===== src/rtl/aes_round_ctrl_if.sv =====
// Block handshake bundle between the AES round sequencer and its
// upstream producer / downstream consumer.
interface aes_round_ctrl_if;
  logic in_valid;
  logic in_ready;
  logic out_valid;
  logic out_ready;

  modport master (
    output in_valid,
    output out_ready,
    input  in_ready,
    input  out_valid
  );

  modport slave (
    input  in_valid,
    input  out_ready,
    output in_ready,
    output out_valid
  );
endinterface


===== src/rtl/aes_round_ctrl.sv =====
// Round sequencer for an iterative AES encryption datapath:
// block handshake, round stepping, rcon and final-round bypass.
module aes_round_ctrl #(
  parameter int NR           = 10,
  parameter int ROUND_CYCLES = 1
) (
  input  logic               clk,
  input  logic               rst_n,
  aes_round_ctrl_if.slave    hs,
  output logic               load,
  output logic               round_en,
  output logic [3:0]         round_o,
  output logic               mix_bypass,
  output logic [7:0]         rcon_o,
  input  logic               abort,
  output logic               busy
);

  localparam int CW = (ROUND_CYCLES > 1) ? $clog2(ROUND_CYCLES) : 1;

  if (!(NR == 10 || NR == 12 || NR == 14)) begin : g_bad_nr
    $error("aes_round_ctrl: NR must be 10, 12 or 14");
  end
  if (ROUND_CYCLES < 1) begin : g_bad_rc
    $error("aes_round_ctrl: ROUND_CYCLES must be >= 1");
  end

  typedef enum logic [1:0] {
    IDLE = 2'd0,
    RUN  = 2'd1,
    DONE = 2'd2
  } state_e;

  state_e          state_q, state_d;
  logic [3:0]      rnd_q, rnd_d;
  logic [CW-1:0]   cyc_q, cyc_d;
  logic [7:0]      rcon_q, rcon_d;

  logic is_idle, is_run, is_done;
  logic last_cyc, last_rnd, fire, accept;
  logic [7:0] rcon_nx;

  assign is_idle  = (state_q == IDLE);
  assign is_run   = (state_q == RUN);
  assign is_done  = (state_q == DONE);
  assign last_cyc = (cyc_q == CW'(ROUND_CYCLES - 1));
  assign last_rnd = (rnd_q == 4'(NR));
  assign fire     = is_run & last_cyc;
  assign accept   = is_idle & hs.in_valid & ~abort & rst_n;
  // xtime in GF(2^8): multiply by x modulo the AES polynomial
  assign rcon_nx  = {rcon_q[6:0], 1'b0} ^ (rcon_q[7] ? 8'h1B : 8'h00);

  always_ff @(posedge clk or negedge rst_n) begin
    if (!rst_n) begin
      state_q <= IDLE;
      rnd_q   <= 4'd0;
      cyc_q   <= '0;
      rcon_q  <= 8'h01;
    end else begin
      state_q <= state_d;
      rnd_q   <= rnd_d;
      cyc_q   <= cyc_d;
      rcon_q  <= rcon_d;
    end
  end

  always_comb begin
    state_d = state_q;
    rnd_d   = rnd_q;
    cyc_d   = cyc_q;
    rcon_d  = rcon_q;
    if (abort) begin
      state_d = IDLE;
      rnd_d   = 4'd0;
      cyc_d   = '0;
      rcon_d  = 8'h01;
    end else begin
      unique case (1'b1)
        is_idle: begin
          if (hs.in_valid) begin
            state_d = RUN;
            rnd_d   = 4'd1;
            cyc_d   = '0;
            rcon_d  = 8'h01;
          end
        end
        is_run: begin
          if (fire) begin
            cyc_d = '0;
            // counter parks at 0 after the last round so it never wraps
            if (last_rnd) begin
              state_d = DONE;
              rnd_d   = 4'd0;
              rcon_d  = 8'h01;
            end else begin
              rnd_d  = rnd_q + 4'd1;
              rcon_d = rcon_nx;
            end
          end else begin
            cyc_d = cyc_q + CW'(1);
          end
        end
        is_done: begin
          if (hs.out_ready) begin
            state_d = IDLE;
          end
        end
        default: begin
          state_d = IDLE;
          rnd_d   = 4'd0;
          cyc_d   = '0;
          rcon_d  = 8'h01;
        end
      endcase
    end
  end

  always_comb begin
    hs.in_ready  = is_idle;
    hs.out_valid = is_done;
    load         = accept;
    round_en     = fire;
    round_o      = fire ? rnd_q : 4'd0;
    mix_bypass   = fire & last_rnd;
    rcon_o       = rcon_q;
    busy         = ~is_idle;
  end

endmodule

===== src/flat_wrapper.sv =====
// flat-port wrapper written by rule: the top's interface ports become plain ports
module aes_round_ctrl_flat 
#(
  parameter int NR           = 10,
  parameter int ROUND_CYCLES = 1
)
  (clk, rst_n, load, round_en, round_o, mix_bypass, rcon_o, abort, busy, hs_in_valid, hs_out_ready, hs_in_ready, hs_out_valid);
  aes_round_ctrl_if hs_i ();
  input  logic clk;
  input  logic rst_n;
  output logic load;
  output logic round_en;
  output logic [3:0] round_o;
  output logic mix_bypass;
  output logic [7:0] rcon_o;
  input  logic abort;
  output logic busy;
  input wire logic [$bits(hs_i.in_valid)-1:0] hs_in_valid;
  input wire logic [$bits(hs_i.out_ready)-1:0] hs_out_ready;
  output wire logic [$bits(hs_i.in_ready)-1:0] hs_in_ready;
  output wire logic [$bits(hs_i.out_valid)-1:0] hs_out_valid;
  assign hs_i.in_valid = hs_in_valid;
  assign hs_i.out_ready = hs_out_ready;
  assign hs_in_ready = hs_i.in_ready;
  assign hs_out_valid = hs_i.out_valid;
  aes_round_ctrl #(.NR(NR), .ROUND_CYCLES(ROUND_CYCLES)) u_core (.clk(clk), .rst_n(rst_n), .hs(hs_i), .load(load), .round_en(round_en), .round_o(round_o), .mix_bypass(mix_bypass), .rcon_o(rcon_o), .abort(abort), .busy(busy));
endmodule

===== config.mk =====
export PLATFORM = sky130hd
export DESIGN_NAME = aes_round_ctrl_flat
export DESIGN_NICKNAME = d
export VERILOG_FILES = /design/src/rtl/aes_round_ctrl_if.sv /design/src/rtl/aes_round_ctrl.sv /design/src/flat_wrapper.sv
export SDC_FILE = /design/constraint.sdc
export NUM_CORES = 1
export LEC_CHECK = 0
export ABC_AREA = 1
export CAP_MARGIN = 30
export CORE_MARGIN = 10
export CORE_UTILIZATION = 42
export DETAILED_ROUTE_END_ITERATION = 10
export PLACE_DENSITY = 0.73
export SETUP_SLACK_MARGIN = 0.15
export SYNTH_ARGS = -nofsm -noshare
export SYNTH_HDL_FRONTEND = slang
export SYNTH_SLANG_ARGS = --single-unit
export TNS_END_PERCENT = 20

===== constraint.sdc =====
create_clock -name clk -period 1.4 [get_ports clk]
set_input_delay 0.28 -clock clk [delete_from_list [all_inputs] [get_ports clk]]
set_output_delay 0.28 -clock clk [all_outputs]
set_load 0.1 [all_outputs]

==> impl_metrics.tcl <==
set metrics [dict create \
    outcome "finished with violations" \
    violations "negative setup slack" \
    worstPathArrival_ns 1.39 \
    vias_per_cell 4.86 \
    setup_violations 13 \
    fin_util_pct 82.6 \
    drtIter0Drc 17 \
    grt_overflow 0 \
    drv_cap 0 \
    drv_slew 0 \
    num_antenna_cells 0 \
    ys_async_sr_fraction_pct 100 \
    wl_per_cell_um 14.2 \
    syn-cell-area_um2 881 \
    crit_slowest_cell "dfrtp_1" \
    avgSynthCellArea_um2 7.80 \
    numCtsBuffers 3 \
    criticalPathCategory "reg2out" \
    synth_top_family_by_area "simple AND/OR/NAND/NOR gates" \
    postPlaceCellArea_mm2 0.00149 \
    cts_buffer_depth 2 \
    die_h_um 65.8 \
    synth-seq-cells 15 \
    period_needed_ns 1.67 \
    p_leak_nw 0.790 \
    grt_pass1_wl_um 4410 \
    nFillCells 109 \
    vias 908 \
    fin_area_mm2 0.00164 \
    critPathRequiredTime_ns 1.12 \
    synth_top_area_cell "dfrtp_1" \
    clk_pin_slew_worst_paths_ns 0.09 \
    hold_viol_final 0 \
    synth_xor_area_share_pct 3.98 \
    die_width_um 65.8 \
    pre_cts_slack_ns -0.147 \
    synth_edf_count 0 \
    worst_pin_slew_ns 0.196 \
    setup_ws_ns -0.274 \
    yosys.area.top_type_share_pct 39.8 \
    synth-compound-area-share_pct 4.69 \
    fp-row-count 16 \
    synth.area.top_cells "dfrtp_1, nand2_1, nand3_1" \
    maxSlewHeadroom_pct 86.9 \
    initial_core_util_pct 44.4 \
    critPathMaxStageDelay_ns 0.44 \
    synthFlopType "dfrtp_1" \
    fin_worst_skew_ns 0.00316 \
    grt_usage_pct 12.7 \
    cts_tree "done" \
    r2r_slack_ns -0.02 \
    drtAntennaViolNets 0 \
    worstSetupEndpointType "primary output" \
    power-per-cell-area_mw_per_mm2 1010 \
    fmax_ghz 0.597 \
    critPathMostFrequentCell "nor2_4" \
    fp.coreArea_mm2 0.00198 \
    grt_start_max_net_pins 16 \
    yosysSeqAreaShare_pct 42.8 \
    worstPathCellList "buf_4 -> nor2_4 -> nand2_2 -> nor2_4 -> buf_12" \
    clock_sinks 15 \
    worstPathBufferInverterCount 2 \
    synth_most_common_cell "nand2_1" \
    ys_types 19 \
    synthAdderAreaFrac_pct 2.84 \
    drt_first_pass_iters 4 \
    clk_latency_ns 0.28 \
    syn_nets 120 \
    gp_congestion 0.794 \
    yosys-top-cells-count "nand2_1, dfrtp_1, nand3_1, nor2_1, inv_1" \
    crit_fanout 3 \
    start_kind "flip-flop" \
    htreeDepth 1 \
    netlist_instances 113 \
    nNetsFinal 168 \
    drc_errors 0 \
    ys.warnings.count 0 \
    fin_crit_sh_pct 120 \
    antenna_found_initial 0 \
    tns_ns -2.32 \
    cts_root_buffer "clkbuf_4" \
    critPathTopFamily "flip-flops" \
    dp_hpwl_um 1960 \
    die_area_mm2 0.00433 \
    hold_path.class "in2async" \
    post_route_cells_drive_above_1_share_pct 50.0 \
    grt_pass1_vias 958 \
    rsz0062_at_grt "yes" \
    routed_wl_um 2650 \
    yosys-mux-area-fraction_pct 0 \
    numPortBuffers 22 \
    ios 23 \
    syn2layout_area_growth_pct 85.9 \
    synthSimpleGateAreaFrac_pct 36.8 \
    vdd_drop_max_mv 0.721 \
]
-- kinds of logic after synthesis --
logic type / count (synthesis)
XOR/XNOR: 4
buffers and inverters: 17
flip-flops: 15
adder cells (fa/ha/maj): 2
AO/OA/AOI/OAI: 6
AND/OR/NAND/NOR: 69
-- report_power, final --
group | internal [mW] | switching [mW] | total, mW | leakage [nW]
Combinational | 0.353 | 0.543 | 0.896 | 0.576
Sequential | 0.467 | 0.0397 | 0.507 | 0.199
Clock | 0.110 | 0.135 | 0.246 | 0.0150
-- layout make-up --
cell class	count	area, um2	area share [%]
timing repair buffer	45	597	36.4
multi-input combinational	81	536	32.7
sequential	15	379	23.1
inverter	15	66.3	4.05
tap	27	33.8	2.06
clock buffer	4	26.3	1.60
-- per-stage QoR --
step | std cells | hold WS (ns) | total power, mW
2_1_floorplan | 113 | -0.0156 | 0.998
3_3_place_gp | 176 | 0.489 | 1.30
3_5_place_dp | 176 | 0.495 | 1.32
4_1_cts | 184 | 0.350 | 1.60
5_1_grt | 187 | 0.368 | 1.73
6_report | 187 | 0.351 | 1.65
-- cell usage in the layout, fill, tap and decap left out --
cell type / instances
clkinv_1: 1
nor2_2: 3
inv_2: 4
inv_4: 2
nand2_1: 28
nand3_1: 13
ha_1: 1
nor2_1: 4
xor2_1: 4
buf_4: 19
clkdlybuf4s50_1: 4
a21oi_1: 1
nand3_4: 1
o21ai_0: 2
nand2_4: 3
inv_6: 1
dfrtp_1: 12
buf_12: 19
buf_6: 3
clkbuf_4: 3
ha_4: 1
nand4_1: 2
dfrtp_2: 2
dfstp_2: 1
o21ai_2: 3
nand2_2: 3
clkbuf_1: 1
nor2_4: 12
inv_1: 7
-- metal layers --
layer	global-route usage, %	vias up	part of all wire, %
met5	0	-	0
met4	3.21	0	0.45
met3	3.73	2	5.0
met2	23.7	22	55
met1	13.3	437	39
li1	-	447	-
-- flip-flops by register name (all words and copies together) (netlist names) --
| register | cells |
|---|---|
| u_core.cyc_q | 1 |
| u_core.rnd_q | 4 |
| u_core.rcon_o | 8 |
| u_core.state_q | 2 |
-- timing repair --
| action | 4_1_cts | 5_1_grt |
|---|---|---|
| gates resized for setup | 9 | 11 |
| buffers inserted | 4 | 3 |
| setup endpoints to repair | 26 | 27 |
| pin swaps | 3 | 7 |
| hold buffers | 0 | 0 |
-- path summary, 6_finish.rpt --
check	from	to	cells past startpoint
worst max-delay path	u_core.state_q[1]	load	5
worst min-delay path	rst_n	u_core.rcon_o[3]	2
max in group asynchronous	rst_n	u_core.rcon_o[0]	2
min in group clk	u_core.rcon_o[0]	u_core.rcon_o[0]	2
worst min register to register	u_core.rcon_o[0]	u_core.rcon_o[0]	2
worst max register to register	u_core.state_q[1]	u_core.rcon_o[6]	9
Power figures use the tool's default switching activity.
